===== src/rtl/sensor_pkg.sv =====
// Shared command/response codes and state encodings for the sensor
// scheduler, UART framing and top-level glue.
package sensor_pkg;

  typedef enum logic [2:0] {
    ST_IDLE,
    ST_START,
    ST_WAIT_DHT,
    ST_RESPOND,
    ST_GUARD
  } state_t;

  typedef enum logic [1:0] {
    REQ_STATUS,
    REQ_TEMP,
    REQ_HUM
  } req_t;

  localparam logic [7:0] CMD_STATUS   = 8'h00;
  localparam logic [7:0] CMD_TEMP     = 8'h01;
  localparam logic [7:0] CMD_HUM      = 8'h02;
  localparam logic [7:0] CMD_SET_TEMP = 8'h03;
  localparam logic [7:0] CMD_SET_HUM  = 8'h04;
  localparam logic [7:0] CMD_CLR_TEMP = 8'h05;
  localparam logic [7:0] CMD_CLR_HUM  = 8'h06;

  localparam logic [7:0] RSP_STATUS   = 8'h07;
  localparam logic [7:0] RSP_HUM      = 8'h08;
  localparam logic [7:0] RSP_TEMP     = 8'h09;
  localparam logic [7:0] RSP_CLR_TEMP = 8'h0A;
  localparam logic [7:0] RSP_CLR_HUM  = 8'h0B;
  localparam logic [7:0] RSP_SET_TEMP = 8'h0C;
  localparam logic [7:0] RSP_SET_HUM  = 8'h0D;
  localparam logic [7:0] RSP_ERROR    = 8'h1F;
  localparam logic [7:0] RSP_BAD_CMD  = 8'hFF;

  function automatic int unsigned max_u(input int unsigned a, input int unsigned b);
    return (a > b) ? a : b;
  endfunction

endpackage


===== src/rtl/cycle_timer.sv =====
// Saturating down-counter: load a value, count down while enabled,
// expired is high once the count reaches zero.
module cycle_timer #(
  parameter int unsigned WIDTH = 8
) (
  input  logic             clk,
  input  logic             rst,
  input  logic             load,
  input  logic [WIDTH-1:0] load_value,
  input  logic             count,
  output logic             expired
);

  logic [WIDTH-1:0] cnt_q, cnt_d;

  always_comb begin
    cnt_d = cnt_q;
    if (load) begin
      cnt_d = load_value;
    end else if (count && (cnt_q != '0)) begin
      cnt_d = cnt_q - 1'b1;
    end
  end

  always_ff @(posedge clk) begin
    if (rst) begin
      cnt_q <= '0;
    end else begin
      cnt_q <= cnt_d;
    end
  end

  assign expired = (cnt_q == '0);

endmodule


===== src/rtl/sensor_scheduler.sv =====
// Arbitrates PC commands and round-robin continuous polling onto a single
// DHT reader, with a timeout per read and a guard interval between reads.
module sensor_scheduler
  import sensor_pkg::*;
#(
  parameter int unsigned GUARD_CYCLES   = 100000000,
  parameter int unsigned TIMEOUT_CYCLES = 1000000
) (
  input  logic       clk,
  input  logic       rst,
  input  logic       cmd_valid,
  input  logic [7:0] cmd_code,
  input  logic [4:0] cmd_addr,
  output logic       cmd_ready,
  output logic       dht_start,
  output logic [4:0] dht_index,
  input  logic       dht_done,
  input  logic       dht_error,
  input  logic [7:0] temp_int,
  input  logic [7:0] hum_int,
  output logic       rsp_valid,
  output logic [7:0] rsp_cmd,
  output logic [7:0] rsp_addr,
  output logic [7:0] rsp_value,
  input  logic       rsp_ready
);

  localparam int unsigned TMR_MAX = max_u(GUARD_CYCLES, TIMEOUT_CYCLES);
  localparam int unsigned TMR_W   = (TMR_MAX < 2) ? 1 : $clog2(TMR_MAX + 1);
  // Timer is loaded with N-1 so the state lasts exactly N cycles.
  localparam logic [TMR_W-1:0] GUARD_LOAD   = TMR_W'((GUARD_CYCLES > 0) ? GUARD_CYCLES - 1 : 0);
  localparam logic [TMR_W-1:0] TIMEOUT_LOAD = TMR_W'((TIMEOUT_CYCLES > 0) ? TIMEOUT_CYCLES - 1 : 0);

  state_t      state_q, state_d;
  req_t        req_q, req_d;
  logic [31:0] cont_temp_q, cont_temp_d;
  logic [31:0] cont_hum_q, cont_hum_d;
  logic [5:0]  scan_q, scan_d;
  logic [4:0]  dht_index_q, dht_index_d;
  logic        accessed_q, accessed_d;
  logic [7:0]  rsp_cmd_q, rsp_cmd_d;
  logic [7:0]  rsp_addr_q, rsp_addr_d;
  logic [7:0]  rsp_value_q, rsp_value_d;

  logic             tmr_load;
  logic [TMR_W-1:0] tmr_value;
  logic             tmr_count;
  logic             tmr_expired;

  logic [4:0] scan_idx;
  logic       scan_hum;
  logic       slot_set;

  assign scan_idx = scan_q[5:1];
  assign scan_hum = scan_q[0];
  assign slot_set = scan_hum ? cont_hum_q[scan_idx] : cont_temp_q[scan_idx];

  cycle_timer #(.WIDTH(TMR_W)) u_timer (
    .clk        (clk),
    .rst        (rst),
    .load       (tmr_load),
    .load_value (tmr_value),
    .count      (tmr_count),
    .expired    (tmr_expired)
  );

  always_comb begin
    state_d     = state_q;
    req_d       = req_q;
    cont_temp_d = cont_temp_q;
    cont_hum_d  = cont_hum_q;
    scan_d      = scan_q;
    dht_index_d = dht_index_q;
    accessed_d  = accessed_q;
    rsp_cmd_d   = rsp_cmd_q;
    rsp_addr_d  = rsp_addr_q;
    rsp_value_d = rsp_value_q;
    tmr_load    = 1'b0;
    tmr_value   = GUARD_LOAD;
    tmr_count   = 1'b0;

    unique case (state_q)
      ST_IDLE: begin
        if (cmd_valid) begin
          rsp_addr_d  = {3'b000, cmd_addr};
          rsp_value_d = 8'h00;
          accessed_d  = 1'b0;
          state_d     = ST_RESPOND;
          unique case (cmd_code)
            CMD_STATUS, CMD_TEMP, CMD_HUM: begin
              dht_index_d = cmd_addr;
              accessed_d  = 1'b1;
              state_d     = ST_START;
              req_d       = (cmd_code == CMD_STATUS) ? REQ_STATUS :
                            (cmd_code == CMD_TEMP)   ? REQ_TEMP : REQ_HUM;
            end
            CMD_SET_TEMP: begin
              cont_temp_d[cmd_addr] = 1'b1;
              rsp_cmd_d = RSP_SET_TEMP;
            end
            CMD_SET_HUM: begin
              cont_hum_d[cmd_addr] = 1'b1;
              rsp_cmd_d = RSP_SET_HUM;
            end
            CMD_CLR_TEMP: begin
              cont_temp_d[cmd_addr] = 1'b0;
              rsp_cmd_d = RSP_CLR_TEMP;
            end
            CMD_CLR_HUM: begin
              cont_hum_d[cmd_addr] = 1'b0;
              rsp_cmd_d = RSP_CLR_HUM;
            end
            default: rsp_cmd_d = RSP_BAD_CMD;
          endcase
        end else begin
          scan_d = scan_q + 6'd1;
          if (slot_set) begin
            dht_index_d = scan_idx;
            req_d       = scan_hum ? REQ_HUM : REQ_TEMP;
            accessed_d  = 1'b1;
            state_d     = ST_START;
          end
        end
      end

      ST_START: begin
        tmr_load  = 1'b1;
        tmr_value = TIMEOUT_LOAD;
        state_d   = ST_WAIT_DHT;
      end

      ST_WAIT_DHT: begin
        tmr_count = 1'b1;
        if (dht_done || tmr_expired) begin
          state_d     = ST_RESPOND;
          rsp_addr_d  = {3'b000, dht_index_q};
          rsp_cmd_d   = RSP_ERROR;
          rsp_value_d = 8'h00;
          if (dht_done && !dht_error) begin
            unique case (req_q)
              REQ_TEMP: begin
                rsp_cmd_d   = RSP_TEMP;
                rsp_value_d = temp_int;
              end
              REQ_HUM: begin
                rsp_cmd_d   = RSP_HUM;
                rsp_value_d = hum_int;
              end
              default: rsp_cmd_d = RSP_STATUS;
            endcase
          end
        end
      end

      ST_RESPOND: begin
        if (rsp_ready) begin
          if (accessed_q) begin
            tmr_load  = 1'b1;
            tmr_value = GUARD_LOAD;
            state_d   = ST_GUARD;
          end else begin
            state_d = ST_IDLE;
          end
        end
      end

      ST_GUARD: begin
        tmr_count = 1'b1;
        if (tmr_expired) begin
          state_d = ST_IDLE;
        end
      end

      default: state_d = ST_IDLE;
    endcase
  end

  always_ff @(posedge clk) begin
    if (rst) begin
      state_q     <= ST_IDLE;
      req_q       <= REQ_STATUS;
      cont_temp_q <= '0;
      cont_hum_q  <= '0;
      scan_q      <= '0;
      dht_index_q <= '0;
      accessed_q  <= 1'b0;
      rsp_cmd_q   <= '0;
      rsp_addr_q  <= '0;
      rsp_value_q <= '0;
    end else begin
      state_q     <= state_d;
      req_q       <= req_d;
      cont_temp_q <= cont_temp_d;
      cont_hum_q  <= cont_hum_d;
      scan_q      <= scan_d;
      dht_index_q <= dht_index_d;
      accessed_q  <= accessed_d;
      rsp_cmd_q   <= rsp_cmd_d;
      rsp_addr_q  <= rsp_addr_d;
      rsp_value_q <= rsp_value_d;
    end
  end

  // Handshake outputs are gated so they read zero while rst is held.
  assign cmd_ready = (state_q == ST_IDLE) && !rst;
  assign dht_start = (state_q == ST_START) && !rst;
  assign rsp_valid = (state_q == ST_RESPOND) && !rst;
  assign dht_index = dht_index_q;
  assign rsp_cmd   = rsp_cmd_q;
  assign rsp_addr  = rsp_addr_q;
  assign rsp_value = rsp_value_q;

endmodule


===== config.mk =====
export PLATFORM = sky130hd
export DESIGN_NAME = sensor_scheduler
export DESIGN_NICKNAME = d
export VERILOG_FILES = /design/src/rtl/sensor_pkg.sv /design/src/rtl/cycle_timer.sv /design/src/rtl/sensor_scheduler.sv
export SDC_FILE = /design/constraint.sdc
export NUM_CORES = 1
export LEC_CHECK = 0
export BUFFER_PORTS_ARGS = -buffer_cell sky130_fd_sc_hd__buf_2
export CELL_PAD_IN_SITES_DETAIL_PLACEMENT = 1
export CELL_PAD_IN_SITES_GLOBAL_PLACEMENT = 1
export CORE_MARGIN = 3
export CORE_UTILIZATION = 49
export CTS_CLUSTER_SIZE = 30
export DETAILED_ROUTE_END_ITERATION = 16
export GPL_TIMING_DRIVEN = 1
export PLACE_DENSITY = 0.82
export SLEW_MARGIN = 5
export SYNTH_ARGS = -nofsm -noshare
export SYNTH_HDL_FRONTEND = slang
export SYNTH_SLANG_ARGS = --single-unit

===== constraint.sdc =====
create_clock -name clk -period 4.9 [get_ports clk]
set_input_delay 0.735 -clock clk [delete_from_list [all_inputs] [get_ports clk]]
set_output_delay 0.735 -clock clk [all_outputs]
set_load 0.1 [all_outputs]

# Word-level counts from Yosys, hierarchy flattened

Cells that the tools add are included.

Register bits after elaboration: 132
Input port bits: 35
Output and inout bits: 32

Add/subtract/negate cells: 2
$lt $le $gt $ge: 3
Equality and inequality tests: 19
Multiplexer cells: 50
Bitwise logic cells: 6
Reduce and logical (&&, ||, !) cells: 28

Operator list:

| cell                                                                          | number |
|---|---|
| 32-bit one-hot mux with 2 select lines                                        | 2 |
| 27-bit two-way mux                                                            | 3 |
| 32-bit bitwise AND                                                            | 2 |
| 32-bit OR                                                                     | 2 |
| 8-bit one-hot mux with 2 select lines                                         | 4 |
| 8-bit two-way mux                                                             | 7 |
| 8-bit one-hot mux with 5 select lines                                         | 1 |
| 32-bit NOT                                                                    | 1 |
| 27-bit zero test                                                              | 1 |
| 27-bit nonzero test                                                           | 1 |
| 27-bit by 1-bit subtractor with 27-bit output (second input constant)         | 1 |
| 8-bit by 3-bit equality test with 1-bit output (second input constant)        | 3 |
| 5-bit two-way mux                                                             | 4 |
| 3-bit two-way mux                                                             | 6 |
| 8-bit by 2-bit equality test with 1-bit output (second input constant)        | 2 |
| 3-bit one-hot mux with 5 select lines                                         | 1 |
| 2-bit two-way mux                                                             | 7 |
| 5-bit by 6-bit less-than comparator with 1-bit output (second input constant) | 2 |
| 3-bit AND reduction                                                           | 4 |
| 1-bit binary-select mux with 5-bit select                                     | 2 |
| 1-bit two-way mux                                                             | 10 |
| 2-bit != test (second input constant)                                         | 5 |
| 2-bit nonzero test                                                            | 5 |
| 8-bit by 1-bit equality test with 1-bit output (second input constant)        | 1 |
| 22 further kinds                                                              | 31 |

# Depth between registers and ports, before layout

Gate-level depths: netlist of run 1.

Depth in word-level cells: 7
Mapped depth: 11
Gate-level depth less buffers: 8

# By module

A second synthesis of run 1 with hierarchy kept.

Cell total of the unflattened synthesis: 757
Area, all modules: 6636.4 um^2

Modules (own cells, without submodules):

| module           | times used | cells an instance | area an instance (um^2) |
|---|---|---|---|
| sensor_scheduler | 1          | 555               | 5012.3 |
| cycle_timer      | 1          | 202               | 1624.1 |

# Worst setup path before layout of run 1

No wires, ideal clock.

Path kind: register to output
From: reg state_q[1]
To: out rsp_valid
Arrival: 3.048 ns
Data required time: 4.165 ns
Path slack: 1.117 ns
Cell stages (with the launch flop): 3
Path through: dfxtp_1 buf_1 nor3b_1

Cells in the longest elaborated chain, start to end: 2

RTL lines:

| item                                           | RTL line                | RTL |
|---|---|---|
| start, declared                                | sensor_scheduler.sv:34  | `state_t state_q, state_d;` |
| start signal, assigned                         | sensor_scheduler.sv:191 | `state_q <= state_d;` |
| 3-bit by 2-bit equality test with 1-bit output | sensor_scheduler.sv:207 | `assign rsp_valid = (state_q == ST_RESPOND) && !rst;` |
| 1-bit logical AND                              | sensor_scheduler.sv:207 |  |
| end, declared                                  | sensor_scheduler.sv:21  | `output logic rsp_valid,` |

No other way between the ends.

# Worst setup path in the final report of run 1

From: reg scan_q[2]
To: reg dht_index_q[4], in the netlist dht_index[4]

Cells in the longest elaborated chain, start to end: 5
Elaborated cells on any way between the ends: 7

RTL lines:

| item                                      | RTL line                | RTL |
|---|---|---|
| start, declared                           | sensor_scheduler.sv:38  | `logic [5:0] scan_q, scan_d;` |
| start signal, assigned                    | sensor_scheduler.sv:195 | `scan_q <= scan_d;` |
| 1-bit binary-select mux with 5-bit select | sensor_scheduler.sv:56  | `assign slot_set = scan_hum ? cont_hum_q[scan_idx] : cont_temp_q[scan_idx];` |
| 1-bit two-way mux (implied by the code)   | sensor_scheduler.sv:56  |  |
| 1-bit two-way mux (*)                     | sensor_scheduler.sv:56  |  |
| 2-bit nonzero test (no source line) (*)   | --                      |  |
| 3-bit AND reduction (no source line) (*)  | --                      |  |
| end signal, assigned                      | sensor_scheduler.sv:196 | `dht_index_q <= dht_index_d;` |
| end, declared                             | sensor_scheduler.sv:39  | `logic [4:0] dht_index_q, dht_index_d;` |

Mark *: on every way between the ends. The rest lies on a longest branch, timed or not. The select of a mux whose other input is x is not followed.
A chain may end at the register's enable or synchronous reset.

==> results_dict.tcl, run 1 <==
set metrics [dict create \
    run_status "finished, final reports clean" \
    synth_top_family_by_area "compound AO/OA/AOI/OAI gates" \
    detail_route.vias_per_cell 6.35 \
    fin_cells 912 \
    final_common_cell "sky130_fd_sc_hd__dfxtp_1" \
    final_area_sq_um 7210 \
    cts.htree.levels 4 \
    post_synth_num_cell_types 66 \
    static-leakage-power_nw 2.52 \
    pwr_density_cell_nw_per_um2 467 \
    synth-adder-area-share_pct 0.791 \
    n_fill_cell 1448 \
    timing_hold_violations_final 0 \
    synth-seq-cells 127 \
    synth_enable_flop_cells 0 \
    total_cts_buffers 17 \
    num_vias 5793 \
    dieHeight_microns 120 \
    syn_area_per_cell_sq_um 9.05 \
    place_inst 881 \
    cts_tree "built" \
    design.die.area_sq_um 14300 \
    synth-compound-area-share_pct 26.7 \
    synth_ff_type "sky130_fd_sc_hd__dfxtp_1" \
    post-route-util_pct 58.6 \
    detail_route.iter0.violations 550 \
    setup_slack_ps 1820 \
    synth.largest_area_cell "sky130_fd_sc_hd__dfxtp_1" \
    critical_path.startpoint_type "register" \
    critical_path_peak_fanout 18 \
    sequential_area_share_after_synthesis_pct 40.2 \
    grt_start_max_net_pins 111 \
    clkSinkCount 127 \
    layout-area-overhead-vs-synth_pct 14.0 \
    relSlewSlack_pct 20.1 \
    nets_finish 771 \
    finalSetupViolations 0 \
    worst_case_setup_slack_after_placement_ps 1810 \
    yosys_warns 0 \
    period_needed_ps 3080 \
    worstSetupEndpointType "register" \
    cts_root_buf "sky130_fd_sc_hd__clkbuf_16" \
    synth_xor_xnor_area_share_pct 2.49 \
    grt_antenna_before_repair 0 \
    post-route-period-util_pct 62.9 \
    synthSimpleGateAreaFrac_pct 16.9 \
    first_global_vias 5928 \
    ir_worst_vdd_mv 0.294 \
    drt_pass1_iterations 5 \
    worst-endpoint-required_ps 5230 \
    clock-skew-final_ps 8.56 \
    worst-endpoint-arrival_ps 3410 \
    final.setup.tns_ps 0 \
    detail_route.wl_per_cell_microns 21.1 \
    worstHoldPathType "reg2reg" \
    synth_async_sr_flop_share_pct 0 \
    grt.overflow.total 0 \
    initial_core_util_pct 51.4 \
    yosys.area.top_type_share_pct 40.2 \
    insertion_delay_ps 430 \
    grt_util_all_layers_pct 27.6 \
    core-area_sq_um 12300 \
    critPathKind "reg2reg" \
    hold_buffers 0 \
    clock_transition_time_at_the_flip_flop_clock_pins_of_the_worst_setup_and_hold_paths_ps 60 \
    ant_nets 0 \
    drv_slew 0 \
    syn-cell-area_sq_um 6330 \
    floorplan_row_count 40 \
    wire_length_of_the_first_global_routing_pass_microns 31800 \
    postRouteWirelength_microns 19200 \
    maxCapViolCount 0 \
    max_freq_mhz 325 \
    grt_setup_unrepaired "false" \
    clock_path_buffers 2 \
    worstMarginPinSlew_ps 1200 \
    yosys-mux-area-fraction_pct 8.23 \
    cts_repair_resize_count 0 \
    io_pins 67 \
    synth.area.top_cells "sky130_fd_sc_hd__dfxtp_1, sky130_fd_sc_hd__a211oi_1, sky130_fd_sc_hd__a21oi_1" \
    route.detailed.drc 0 \
    gp_congestion 0.831 \
    detailedPlacementHpwl_microns 12600 \
    antenna_cells_inserted 0 \
    dpl-instance-area_sq_um 6660 \
    x_dimension_of_the_die_microns 120 \
    post_cts.repair.setup_buffers 0 \
    io_buffer_count 63 \
    fin_worst_hold_slack_ps 495 \
    report.power.total_mw 3.37 \
    ratio_of_cells_with_drive_above_1_in_the_final_layout_pct 18.8 \
    syn-instance-count 699 \
    mostFrequentLayoutCells "sky130_fd_sc_hd__dfxtp_1, sky130_fd_sc_hd__a21oi_1, sky130_fd_sc_hd__a211oi_1" \
]
[cells in the mapped netlist (all sizes together) (2+ instances only)]
| library cell | instances |
|---|---|
| mux2 | 6 |
| and3b | 3 |
| a211oi | 74 |
| nor3 | 23 |
| ha | 4 |
| o21ai | 12 |
| dfxtp | 127 |
| clkbuf | 36 |
| a31oi | 5 |
| or2 | 3 |
| mux4 | 13 |
| a21boi | 2 |
| nand3 | 17 |
| a22oi | 9 |
| xnor2 | 5 |
| nor4 | 9 |
| nand4 | 7 |
| buf | 23 |
| a21o | 6 |
| a22o | 8 |
| o211ai | 3 |
| nand2 | 33 |
| and3 | 3 |
| xor2 | 13 |
| nand3b | 2 |
| nor2b | 4 |
| a221oi | 3 |
| nor3b | 4 |
| mux2i | 16 |
| a211o | 2 |
| o41ai | 5 |
| nor2 | 56 |
| inv | 8 |
| or4 | 9 |
| or3 | 4 |
| a21oi | 96 |
| o31ai | 5 |
| a311oi | 10 |
| nand4b | 3 |
| nand2b | 13 |
[critical path, cell delays in order (launching register included)]
cell and delay [ps]:
sky130_fd_sc_hd__dfxtp_1 960, sky130_fd_sc_hd__mux4_2 420, sky130_fd_sc_hd__mux2i_1 240, sky130_fd_sc_hd__o22ai_1 140, sky130_fd_sc_hd__o211ai_1 770, sky130_fd_sc_hd__a221oi_1 180, sky130_fd_sc_hd__a311oi_1 270
[worst paths after layout]
path                           from                        end  slack [ps]  cells after the start
max reg2reg  scan_q[2]$_SDFFE_PP0P_  dht_index[4]$_SDFFE_PP0P_        1820                      6
min           req_q[1]$_SDFFE_PP0P_      req_q[1]$_SDFFE_PP0P_         490                      2
max          scan_q[2]$_SDFFE_PP0P_  dht_index[4]$_SDFFE_PP0P_        1820                      6
min reg2reg   req_q[1]$_SDFFE_PP0P_      req_q[1]$_SDFFE_PP0P_         490                      2
[where the power goes]
part	total [mW]	internal (mW)	switching (mW)
clock network	1.19	0.742	0.445
registers	1.22	1.12	0.105
logic	0.962	0.283	0.679
[logic make-up (layout without fill, tap and decap cells)]
kind of cell	after synthesis	in the layout
flops	127	127
mux	35	35
fa+ha+maj	4	4
simple gates	196	196
other cells	1	3
xor+xnor	18	18
buf+inv	68	111
compound gates	250	250
[final cells by class]
| type | count | area [sq um] | area share, % |
|---|---|---|---|
| multi-input cells | 506 | 3500 | 48.5 |
| flip-flops and latches | 127 | 2540 | 35.2 |
| repair buffers | 71 | 378 | 5.24 |
| well taps | 168 | 210 | 2.91 |
| clock buffers | 24 | 492 | 6.82 |
| inverters | 9 | 33.8 | 0.468 |
| clock inverters | 7 | 60.1 | 0.833 |
[layer usage]
metal	global-route usage [%]	up-vias	wire length, microns
li1	-	2716	-
met1	36.5	2884	8520
met2	44.2	167	9280
met3	6.60	26	1100
met4	9.38	0	330
met5	0	-	0
(Power assumes the default switching activity.)
==> run 2, diff against run 1 <==
--- a/config.mk
+++ b/config.mk
@@ -5,15 +5,16 @@
 export SDC_FILE = /design/constraint.sdc
 export NUM_CORES = 1
 export LEC_CHECK = 0
+export ABC_AREA = 1
 export BUFFER_PORTS_ARGS = -buffer_cell sky130_fd_sc_hd__buf_2
 export CELL_PAD_IN_SITES_DETAIL_PLACEMENT = 1
 export CELL_PAD_IN_SITES_GLOBAL_PLACEMENT = 1
 export CORE_MARGIN = 3
-export CORE_UTILIZATION = 49
+export CORE_UTILIZATION = 39
 export CTS_CLUSTER_SIZE = 30
 export DETAILED_ROUTE_END_ITERATION = 16
 export GPL_TIMING_DRIVEN = 1
-export PLACE_DENSITY = 0.82
+export PLACE_DENSITY = 0.73
 export SLEW_MARGIN = 5
 export SYNTH_ARGS = -nofsm -noshare
 export SYNTH_HDL_FRONTEND = slang
==> constraint.sdc (replaced) <==
create_clock -name clk -period 2.5 [get_ports clk]
set_input_delay 0.375 -clock clk [delete_from_list [all_inputs] [get_ports clk]]
set_output_delay 0.375 -clock clk [all_outputs]
set_load 0.1 [all_outputs]
==> results_dict.tcl, run 2 <==
set metrics [dict create \
    core-area_sq_um 17400 \
    seq_power_share_pct 28.7 \
    clock_path_buffers 2 \
    first_global_vias 7068 \
    critical_path.startpoint_type "register" \
    grt_start_max_net_pins 59 \
    total_cts_buffers 17 \
    cts_repair_resize_count 0 \
    worstMarginPinSlew_ps 772 \
    mostFrequentLayoutCells "sky130_fd_sc_hd__nand2_1, sky130_fd_sc_hd__dfxtp_1, sky130_fd_sc_hd__nor2_1" \
    x_dimension_of_the_die_microns 140 \
    syn-instance-count 1030 \
    design.die.area_sq_um 19500 \
    synth.most_common_cell "sky130_fd_sc_hd__nand2_1" \
    pwr_density_cell_nw_per_um2 1130 \
    grt_util_all_layers_pct 23.4 \
    drt_pass1_iterations 5 \
    final_common_cell "sky130_fd_sc_hd__nand2_1" \
    net_sw_share_pct 45.9 \
    insertion_delay_ps 430 \
    clock_transition_time_at_the_flip_flop_clock_pins_of_the_worst_setup_and_hold_paths_ps 60 \
    drv_slew 0 \
    synth.area.top_cells "sky130_fd_sc_hd__dfxtp_1, sky130_fd_sc_hd__nand2_1, sky130_fd_sc_hd__nor2_1" \
    finalSetupViolations 0 \
    worst-endpoint-required_ps 2120 \
    clock-skew-final_ps 11.0 \
    setup_slack_ps 203 \
    detail_route.wl_per_cell_microns 16.9 \
    synth_ff_type "sky130_fd_sc_hd__dfxtp_1" \
    yosys.area.top_type_share_pct 36.6 \
    antenna_cells_inserted 0 \
    syn_area_per_cell_sq_um 6.75 \
    io_buffer_count 63 \
    gp_congestion 0.794 \
    worstHoldPathType "in2reg" \
    sw_power_mw 4.15 \
    layout-area-overhead-vs-synth_pct 15.1 \
    syn-cell-area_sq_um 6960 \
    floorplan_row_count 48 \
    synth_enable_flop_cells 0 \
    worstSetupEndpointType "output pin" \
    wire_length_of_the_first_global_routing_pass_microns 36900 \
    synth-seq-cells 127 \
    route.detailed.drc 0 \
    synth.top_cells.by_count "sky130_fd_sc_hd__nand2_1, sky130_fd_sc_hd__dfxtp_1, sky130_fd_sc_hd__nor2_1" \
    relSlewSlack_pct 48.6 \
    synth.largest_area_cell "sky130_fd_sc_hd__dfxtp_1" \
    cts_tree "built" \
    internal-power_mw 4.90 \
    static-leakage-power_nw 3.09 \
    combinationalPowerShare_pct 42.7 \
    postRouteWirelength_microns 22300 \
    fin_worst_hold_slack_ps 261 \
    place_inst 1285 \
    initial_core_util_pct 40.1 \
    synth_async_sr_flop_share_pct 0 \
    grt.overflow.total 0 \
    final.setup.tns_ps 0 \
    fin_cells 1317 \
    timing_hold_violations_final 0 \
    post_synth_num_cell_types 47 \
    sequential_area_share_after_synthesis_pct 36.6 \
    ant_nets 0 \
    ir_worst_vdd_mv 0.690 \
    cts_root_buf "sky130_fd_sc_hd__clkbuf_16" \
    dieHeight_microns 140 \
    cts.htree.levels 4 \
    grt_setup_unrepaired "false" \
    num_vias 6934 \
    period_needed_ps 2300 \
    max_freq_mhz 435 \
    nets_finish 1118 \
    clock_power_share_pct 28.7 \
    maxCapViolCount 0 \
    detail_route.iter0.violations 393 \
    critPathKind "reg2out" \
    ratio_of_cells_with_drive_above_1_in_the_final_layout_pct 15.4 \
    critical_path_peak_fanout 6 \
    run_status "finished, final reports clean" \
    io_pins 67 \
    grt_antenna_before_repair 0 \
    worst_case_setup_slack_after_placement_ps 356 \
    hold_buffers 0 \
    worst-endpoint-arrival_ps 1920 \
    post-route-period-util_pct 91.9 \
    detailedPlacementHpwl_microns 14900 \
    detail_route.vias_per_cell 5.26 \
    yosys_warns 0 \
    clkSinkCount 127 \
    post_cts.repair.setup_buffers 0 \
]
==> run 2: final timing paths <==
| kind | start | end | slack (ps) | cells after the start |
|---|---|---|---|---|
| max | state_q[0]$_SDFFE_PP0P_ | dht_start | 200 | 5 |
| min | cmd_addr[1] | rsp_addr[1]$_SDFFE_PP0P_ | 260 | 3 |
| max reg2reg | u_timer.cnt_q[0]$_SDFFE_PP0P_ | rsp_cmd[0]$_SDFFE_PP0P_ | 330 | 15 |
| min reg2reg | register | register | 440 | 2 |
==> run 2: power groups by stage <==
stage | Sequential [mW] | Combinational (mW) | Clock [mW]
2_1_floorplan | 3.18 | 2.51 | 0
3_3_place_gp | 2.62 | 3.80 | 0
3_5_place_dp | 2.63 | 3.83 | 0
4_1_cts | 2.59 | 3.88 | 2.64
5_1_grt | 2.64 | 4.26 | 2.74
6_report | 2.60 | 3.86 | 2.59
==> run 2: cells by family (layout without fill, tap and decap cells) <==
kind of cell	after synthesis	after routing	share of synthesized area (%)
simple gates	464	464	29.8
compound gates	246	246	20.9
buf+inv	182	242	11.2
flops	127	127	36.6
xor+xnor	6	6	0.756
fa+ha+maj	4	4	0.720
other cells	1	3	0.0539
==> run 2: layout make-up <==
type,instances,area (sq um)
inverter,134,508
timing repair buffer,76,425
fill,2290,9350
sequential,127,2540
multi-input combinational,723,3640
tap,225,282
clock inverter,13,164
clock buffer,19,443
==> run 2: worst max-delay path, stage by stage, from the launching register on <==
cell and delay, ps:
sky130_fd_sc_hd__dfxtp_1 420, sky130_fd_sc_hd__inv_1 60, sky130_fd_sc_hd__nor3_1 230, sky130_fd_sc_hd__inv_1 220, sky130_fd_sc_hd__nor2_1 120, sky130_fd_sc_hd__buf_2 430
==> run 2: metrics by stage <==
step	total power, mW	utilization (%)	instance area [sq um]
global route	9.63	46.1	8000
global placement	6.42	42.6	7400
floorplan	5.69	-	6960
detailed placement	6.46	42.6	7400
CTS	9.11	46.1	8000
finish	9.05	46.1	8000
==> run 2: layer usage <==
layer,track usage (%),part of all wire [%],vias to the layer above
met1,29.6,47,3353
met5,0,0,-
met4,5.56,0.91,0
met2,40.9,49,93
li1,-,-,3471
met3,4.81,3.1,17
